--- src/rtl/mem_bus_arbiter_if.sv ---
// Fetch/data requester ports and the shared memory bus seen by mem_bus_arbiter.
// The slave modport is the arbiter's view; master is the surrounding pipeline and memory.
interface mem_bus_arbiter_if;
  logic        if_req;
  logic [31:0] if_addr;
  logic        mem_req;
  logic        mem_we;
  logic [31:0] mem_addr;
  logic [31:0] mem_wdata;
  logic        bus_ack;
  logic [31:0] bus_rdata;
  logic        bus_req;
  logic        bus_we;
  logic [31:0] bus_addr;
  logic [31:0] bus_wdata;
  logic        if_ack;
  logic [31:0] if_rdata;
  logic        mem_ack;
  logic [31:0] mem_rdata;
  logic        bus_err;
  logic        stall;

  modport slave (
    input  if_req, if_addr, mem_req, mem_we, mem_addr, mem_wdata, bus_ack, bus_rdata,
    output bus_req, bus_we, bus_addr, bus_wdata, if_ack, if_rdata, mem_ack, mem_rdata,
           bus_err, stall
  );

  modport master (
    output if_req, if_addr, mem_req, mem_we, mem_addr, mem_wdata, bus_ack, bus_rdata,
    input  bus_req, bus_we, bus_addr, bus_wdata, if_ack, if_rdata, mem_ack, mem_rdata,
           bus_err, stall
  );
endinterface

--- src/rtl/mem_bus_arbiter.sv ---
// Shares one memory port between instruction fetch and the MEM stage, alternating under
// contention, with a 255-cycle bus timeout. Grant to bus_req is one cycle; ack follows bus_ack by one.
module mem_bus_arbiter (
  input logic             clk,
  input logic             rst,
  mem_bus_arbiter_if.slave bus
);
  typedef enum logic [1:0] {IDLE, BUSY_IF, BUSY_MEM} state_t;

  state_t     state;
  logic       last_grant_mem;
  logic [7:0] wait_cnt;
  logic       if_elig;
  logic       mem_elig;
  logic       grant_mem;
  logic       grant_if;
  logic       abort;

  // A requester whose ack is showing this cycle is still holding req for the old access.
  always_comb begin
    if_elig   = bus.if_req & ~bus.if_ack;
    mem_elig  = bus.mem_req & ~bus.mem_ack;
    grant_mem = mem_elig & (~if_elig | ~last_grant_mem);
    grant_if  = if_elig & ~grant_mem;
    abort     = ~bus.bus_ack & (wait_cnt == 8'd254);
  end

  assign bus.stall = (bus.mem_req & ~bus.mem_ack) | (bus.if_req & ~bus.if_ack);

  always_ff @(posedge clk or posedge rst) begin
    if (rst) begin
      state          <= IDLE;
      last_grant_mem <= 1'b0;
      wait_cnt       <= 8'd0;
      bus.bus_req    <= 1'b0;
      bus.bus_we     <= 1'b0;
      bus.bus_addr   <= 32'h0000_0000;
      bus.bus_wdata  <= 32'h0000_0000;
      bus.if_ack     <= 1'b0;
      bus.if_rdata   <= 32'h0000_0000;
      bus.mem_ack    <= 1'b0;
      bus.mem_rdata  <= 32'h0000_0000;
      bus.bus_err    <= 1'b0;
    end else begin
      bus.if_ack  <= 1'b0;
      bus.mem_ack <= 1'b0;
      bus.bus_err <= 1'b0;
      case (state)
        IDLE: begin
          if (grant_mem) begin
            state          <= BUSY_MEM;
            last_grant_mem <= 1'b1;
            wait_cnt       <= 8'd0;
            bus.bus_req    <= 1'b1;
            bus.bus_we     <= bus.mem_we;
            bus.bus_addr   <= bus.mem_addr;
            bus.bus_wdata  <= bus.mem_wdata;
          end else if (grant_if) begin
            state          <= BUSY_IF;
            last_grant_mem <= 1'b0;
            wait_cnt       <= 8'd0;
            bus.bus_req    <= 1'b1;
            bus.bus_we     <= 1'b0;
            bus.bus_addr   <= bus.if_addr;
            bus.bus_wdata  <= 32'h0000_0000;
          end
        end
        BUSY_IF, BUSY_MEM: begin
          if (!bus.bus_ack) begin
            wait_cnt <= wait_cnt + 8'd1;
          end
          // Timeout completes like a normal access but with zero data and an error pulse.
          if (bus.bus_ack || abort) begin
            state       <= IDLE;
            bus.bus_req <= 1'b0;
            bus.bus_err <= abort;
            if (state == BUSY_MEM) begin
              bus.mem_ack   <= 1'b1;
              bus.mem_rdata <= (bus.bus_ack && !bus.bus_we) ? bus.bus_rdata : 32'h0000_0000;
            end else begin
              bus.if_ack    <= 1'b1;
              bus.if_rdata  <= bus.bus_ack ? bus.bus_rdata : 32'h0000_0000;
            end
          end
        end
        default: state <= IDLE;
      endcase
    end
  end
endmodule

--- src/flat_wrapper.sv ---
// flat-port wrapper written by rule: the top's interface ports become plain ports
module mem_bus_arbiter_flat 
  (clk, rst, bus_if_req, bus_if_addr, bus_mem_req, bus_mem_we, bus_mem_addr, bus_mem_wdata, bus_bus_ack, bus_bus_rdata, bus_bus_req, bus_bus_we, bus_bus_addr, bus_bus_wdata, bus_if_ack, bus_if_rdata, bus_mem_ack, bus_mem_rdata, bus_bus_err, bus_stall);
  mem_bus_arbiter_if bus_i ();
  input logic clk;
  input logic rst;
  input wire logic [$bits(bus_i.if_req)-1:0] bus_if_req;
  input wire logic [$bits(bus_i.if_addr)-1:0] bus_if_addr;
  input wire logic [$bits(bus_i.mem_req)-1:0] bus_mem_req;
  input wire logic [$bits(bus_i.mem_we)-1:0] bus_mem_we;
  input wire logic [$bits(bus_i.mem_addr)-1:0] bus_mem_addr;
  input wire logic [$bits(bus_i.mem_wdata)-1:0] bus_mem_wdata;
  input wire logic [$bits(bus_i.bus_ack)-1:0] bus_bus_ack;
  input wire logic [$bits(bus_i.bus_rdata)-1:0] bus_bus_rdata;
  output wire logic [$bits(bus_i.bus_req)-1:0] bus_bus_req;
  output wire logic [$bits(bus_i.bus_we)-1:0] bus_bus_we;
  output wire logic [$bits(bus_i.bus_addr)-1:0] bus_bus_addr;
  output wire logic [$bits(bus_i.bus_wdata)-1:0] bus_bus_wdata;
  output wire logic [$bits(bus_i.if_ack)-1:0] bus_if_ack;
  output wire logic [$bits(bus_i.if_rdata)-1:0] bus_if_rdata;
  output wire logic [$bits(bus_i.mem_ack)-1:0] bus_mem_ack;
  output wire logic [$bits(bus_i.mem_rdata)-1:0] bus_mem_rdata;
  output wire logic [$bits(bus_i.bus_err)-1:0] bus_bus_err;
  output wire logic [$bits(bus_i.stall)-1:0] bus_stall;
  assign bus_i.if_req = bus_if_req;
  assign bus_i.if_addr = bus_if_addr;
  assign bus_i.mem_req = bus_mem_req;
  assign bus_i.mem_we = bus_mem_we;
  assign bus_i.mem_addr = bus_mem_addr;
  assign bus_i.mem_wdata = bus_mem_wdata;
  assign bus_i.bus_ack = bus_bus_ack;
  assign bus_i.bus_rdata = bus_bus_rdata;
  assign bus_bus_req = bus_i.bus_req;
  assign bus_bus_we = bus_i.bus_we;
  assign bus_bus_addr = bus_i.bus_addr;
  assign bus_bus_wdata = bus_i.bus_wdata;
  assign bus_if_ack = bus_i.if_ack;
  assign bus_if_rdata = bus_i.if_rdata;
  assign bus_mem_ack = bus_i.mem_ack;
  assign bus_mem_rdata = bus_i.mem_rdata;
  assign bus_bus_err = bus_i.bus_err;
  assign bus_stall = bus_i.stall;
  mem_bus_arbiter u_core (.clk(clk), .rst(rst), .bus(bus_i));
endmodule
--- config.mk ---
export PLATFORM = sky130hd
export DESIGN_NAME = mem_bus_arbiter_flat
export DESIGN_NICKNAME = d
export VERILOG_FILES = /design/src/rtl/mem_bus_arbiter_if.sv /design/src/rtl/mem_bus_arbiter.sv /design/src/flat_wrapper.sv
export SDC_FILE = /design/constraint.sdc
export NUM_CORES = 1
export LEC_CHECK = 0
export ABC_AREA = 1
export BUFFER_PORTS_ARGS = -buffer_cell sky130_fd_sc_hd__buf_4
export CAP_MARGIN = 0
export CORE_UTILIZATION = 25
export DETAILED_ROUTE_END_ITERATION = 8
export PLACE_DENSITY = 0.58
export SLEW_MARGIN = 20
export SYNTH_ARGS = -nofsm -noshare
export SYNTH_HDL_FRONTEND = slang
export SYNTH_SLANG_ARGS = --single-unit
--- constraint.sdc ---
create_clock -name clk -period 5.8 [get_ports clk]
set_clock_uncertainty 0.15 [all_clocks]
set_input_delay 1.16 -clock clk [delete_from_list [all_inputs] [get_ports clk]]
set_output_delay 1.16 -clock clk [all_outputs]
set_load 0.01 [all_outputs]
==> run metrics <==
status=complete, no violations; ratio of total power to cell area=around 540 nW/um^2; post-synthesis sequential area ratio=between 50% and 60%; Synth Instances=652; Post-CTS Resized=0; Die ar.=25800 sq um; CTS HTree Levels=4; setup_tns=0 ps; Synth cell types=25; pre-CTS WS=roughly 2700 ps; WP data required=around 4500 ps; Synth Area in Simple Gates=between 20% and 30%; largest family of logic cells by synthesized area=simple AND/OR/NAND/NOR gates; initial antenna violation count=0; crit path capture type=primary output; Die H=161 microns; synthesis-to-finish area growth=44.8%; area leader, netlist=dfrtp_1; commonest non-fill, non-tap cell in the layout=buf_4; clock root buffer=clkbuf_16; CP max stage cell=buf_4; syn nets=between 700 and 800; die width=around 160 microns; final worst-path cycle share=50.2%; Core Area=24500 sq um; fillers=roughly 2500; internal power=between 3 and 4 mW; placed cells=about 1200; # rows=57; Post-Synth XOR/XNOR Area=less than 1%; Vias per Instance=around 4.5; FF+latch count, synth=around 140; Ys Warns=0; antenna-violating nets left=0; Post-CTS Setup Repair Bufs=0; clock share of power=23.2%; maximum clock rate=about 340 MHz; first-pass GRT wire length=between 30000 and 40000 microns; Clock Sinks=roughly 140; most frequent cells in the layout=buf_4, nand2_1, dfrtp_1; Net Sw Frac=a little under two fifths; GRT overflow=0; crit-path cells=buf_4, nand2_1, nand2_1, buf_4; RSZ-0062 raised after global routing=false; TritonCTS clock tree=built; # IOs=268; DRC=0; crit-path max FO=2; Finished Core Util=a little under two fifths; largest net degree at the start of global routing=99; # setup viols final=0; Final nets=1042; Placed Area=8510 sq um; Synth Area in Adders=under 10%; CP Class=primary input to primary output; combinational share of power=between 40% and 50%; mapped cell area=approximately 6300 sq um; Post-Syn Area per Cell=slightly below 10 sq um; synth top area cells=dfrtp_1, nand2_1, nand3_1; via count=roughly 5500; hpwl dp=between 10000 and 15000 microns; gpl congestion=between 0.7 and 0.8; cts hold-fix bufs=0; Leak=~4.6 nW; Hold WS=320 ps; Hold Path Class=flop to flop; GRT Total Usage=15.4%; Worst Max-Slew Pin Slew=around 1100 ps; I/O Buffers=between 200 and 300; Final Critical Period=just under 3000 ps; Compound-Gate Fraction of Synth Area=between 10% and 20%; final instance area=approximately 9100 sq um; critical path data arrival time=~1600 ps; VDD IR max=~0.00055 V; share of cells above drive strength 1=between 40% and 50%; CP Launch Type=primary input; Reg2Reg Setup Slack=3280 ps; vias in the first global route=5645; Multi-input gate area=2370 sq um; drt first-iter violations=between 300 and 400; clk buf depth=2; Slew Limit Fails=0; Net Sw Power=about 1.9 mW; clock latency on the worst-skew pair=between 400 and 500 ps; wire per inst=15.7 microns; CP bufs+invs=2; CTS clock-pin slew for the worst setup and hold paths=~60 ps; worst setup margin=roughly 2900 ps; DRT Pass-1 Iters=4; sequential cell fraction of total power=34.9%; crit-path max cell delay=between 150 and 200 ps; delay-heaviest family, CP=buffers and inverters; mux share of post-synthesis cell area=0%; post-synth top area share=between 50% and 60%; Non-Filler Instances=1238; Power Total=4.93 mW; register area=around 3600 sq um; ANT cells=0; Max-slew headroom=~28%; MaxCap Viol Count=0; total CTS buffers=17; routed wire length=a little under 20000 microns; Fin. Hold Viols=0; Initial Utilization=25.7%
[layout make-up]
cell class                 instances  share of cell area, %
clock buffer                      18                   4.82
inverter                          18                  0.796
sequential                       144                   39.5
tap                              324                   4.45
timing repair buffer             274                   22.6
multi-input combinational        446                   26.0
clock inverter                    14                   1.84
[synth_stat cells]
cell,instances
a21oi_1,64
a22o_1,33
buf_2,18
buf_4,1
buf_6,9
clkbuf_1,16
clkinv_1,1
dfrtp_1,144
ha_1,7
inv_1,17
nand2_1,154
nand2_2,21
nand2_4,3
nand2_8,1
nand3_1,78
nand3b_1,1
nand4_1,1
nor2_1,40
nor2_2,1
nor2_4,1
nor3_1,1
o21ai_0,5
o21ai_2,32
o21bai_1,2
xor2_1,1
[per-layer routing]
layer	track usage [%]	share of wire, %	routed length, microns	vias up
li1	-	-	-	2676
met1	20.3	45	8670	2601
met2	24.1	46	8910	224
met3	5.27	8.2	1600	17
met4	3.99	1.4	269	0
met5	0	0	0	-
[logic make-up (layout without fill, tap and decap cells)]
group | Yosys count | count (layout)
flops | 144 | 144
xor+xnor | 1 | 1
simple gates | 302 | 302
fa+ha+maj | 7 | 7
compound gates | 136 | 136
buf+inv | 62 | 324
[power groups by stage]
stage	clock network, mW	logic (mW)	registers, mW
final	1.14	2.07	1.72
after detailed placement	0	2.10	1.73
after floorplan	0	0.932	1.90
after global placement	0	2.07	1.73
after global routing	1.23	2.28	1.78
after CTS	1.19	2.10	1.73
[worst min-delay path: cells and delay by family, from the launching register on]
kind	cells	cell delay (ps)
DFF	1	340
and+or+nand+nor	2	100
[state kept, by name (all words and copies together), names as in the netlist]
name                   flops
u_core.bus.bus_addr       32
u_core.bus.bus_err         1
u_core.bus.bus_req         1
u_core.bus.bus_wdata      32
u_core.bus.bus_we          1
u_core.bus.if_ack          1
u_core.bus.if_rdata       32
u_core.bus.mem_ack         1
u_core.bus.mem_rdata      32
u_core.last_grant_mem      1
u_core.state               2
u_core.wait_cnt            8
[final timing paths]
kind	startpoint	cells after the start	end
worst min-delay path	u_core.bus.if_rdata[24]	2	u_core.bus.if_rdata[24]
min in group asynchronous	rst	2	u_core.bus.bus_addr[23]
worst max register to register	u_core.state[0]	5	u_core.bus.bus_wdata[8]
worst min register to register	u_core.bus.if_rdata[24]	2	u_core.bus.if_rdata[24]
max in group asynchronous	rst	3	u_core.bus.if_rdata[9]
worst max-delay path	bus_mem_req	4	bus_stall
(Power assumes the default switching activity.)
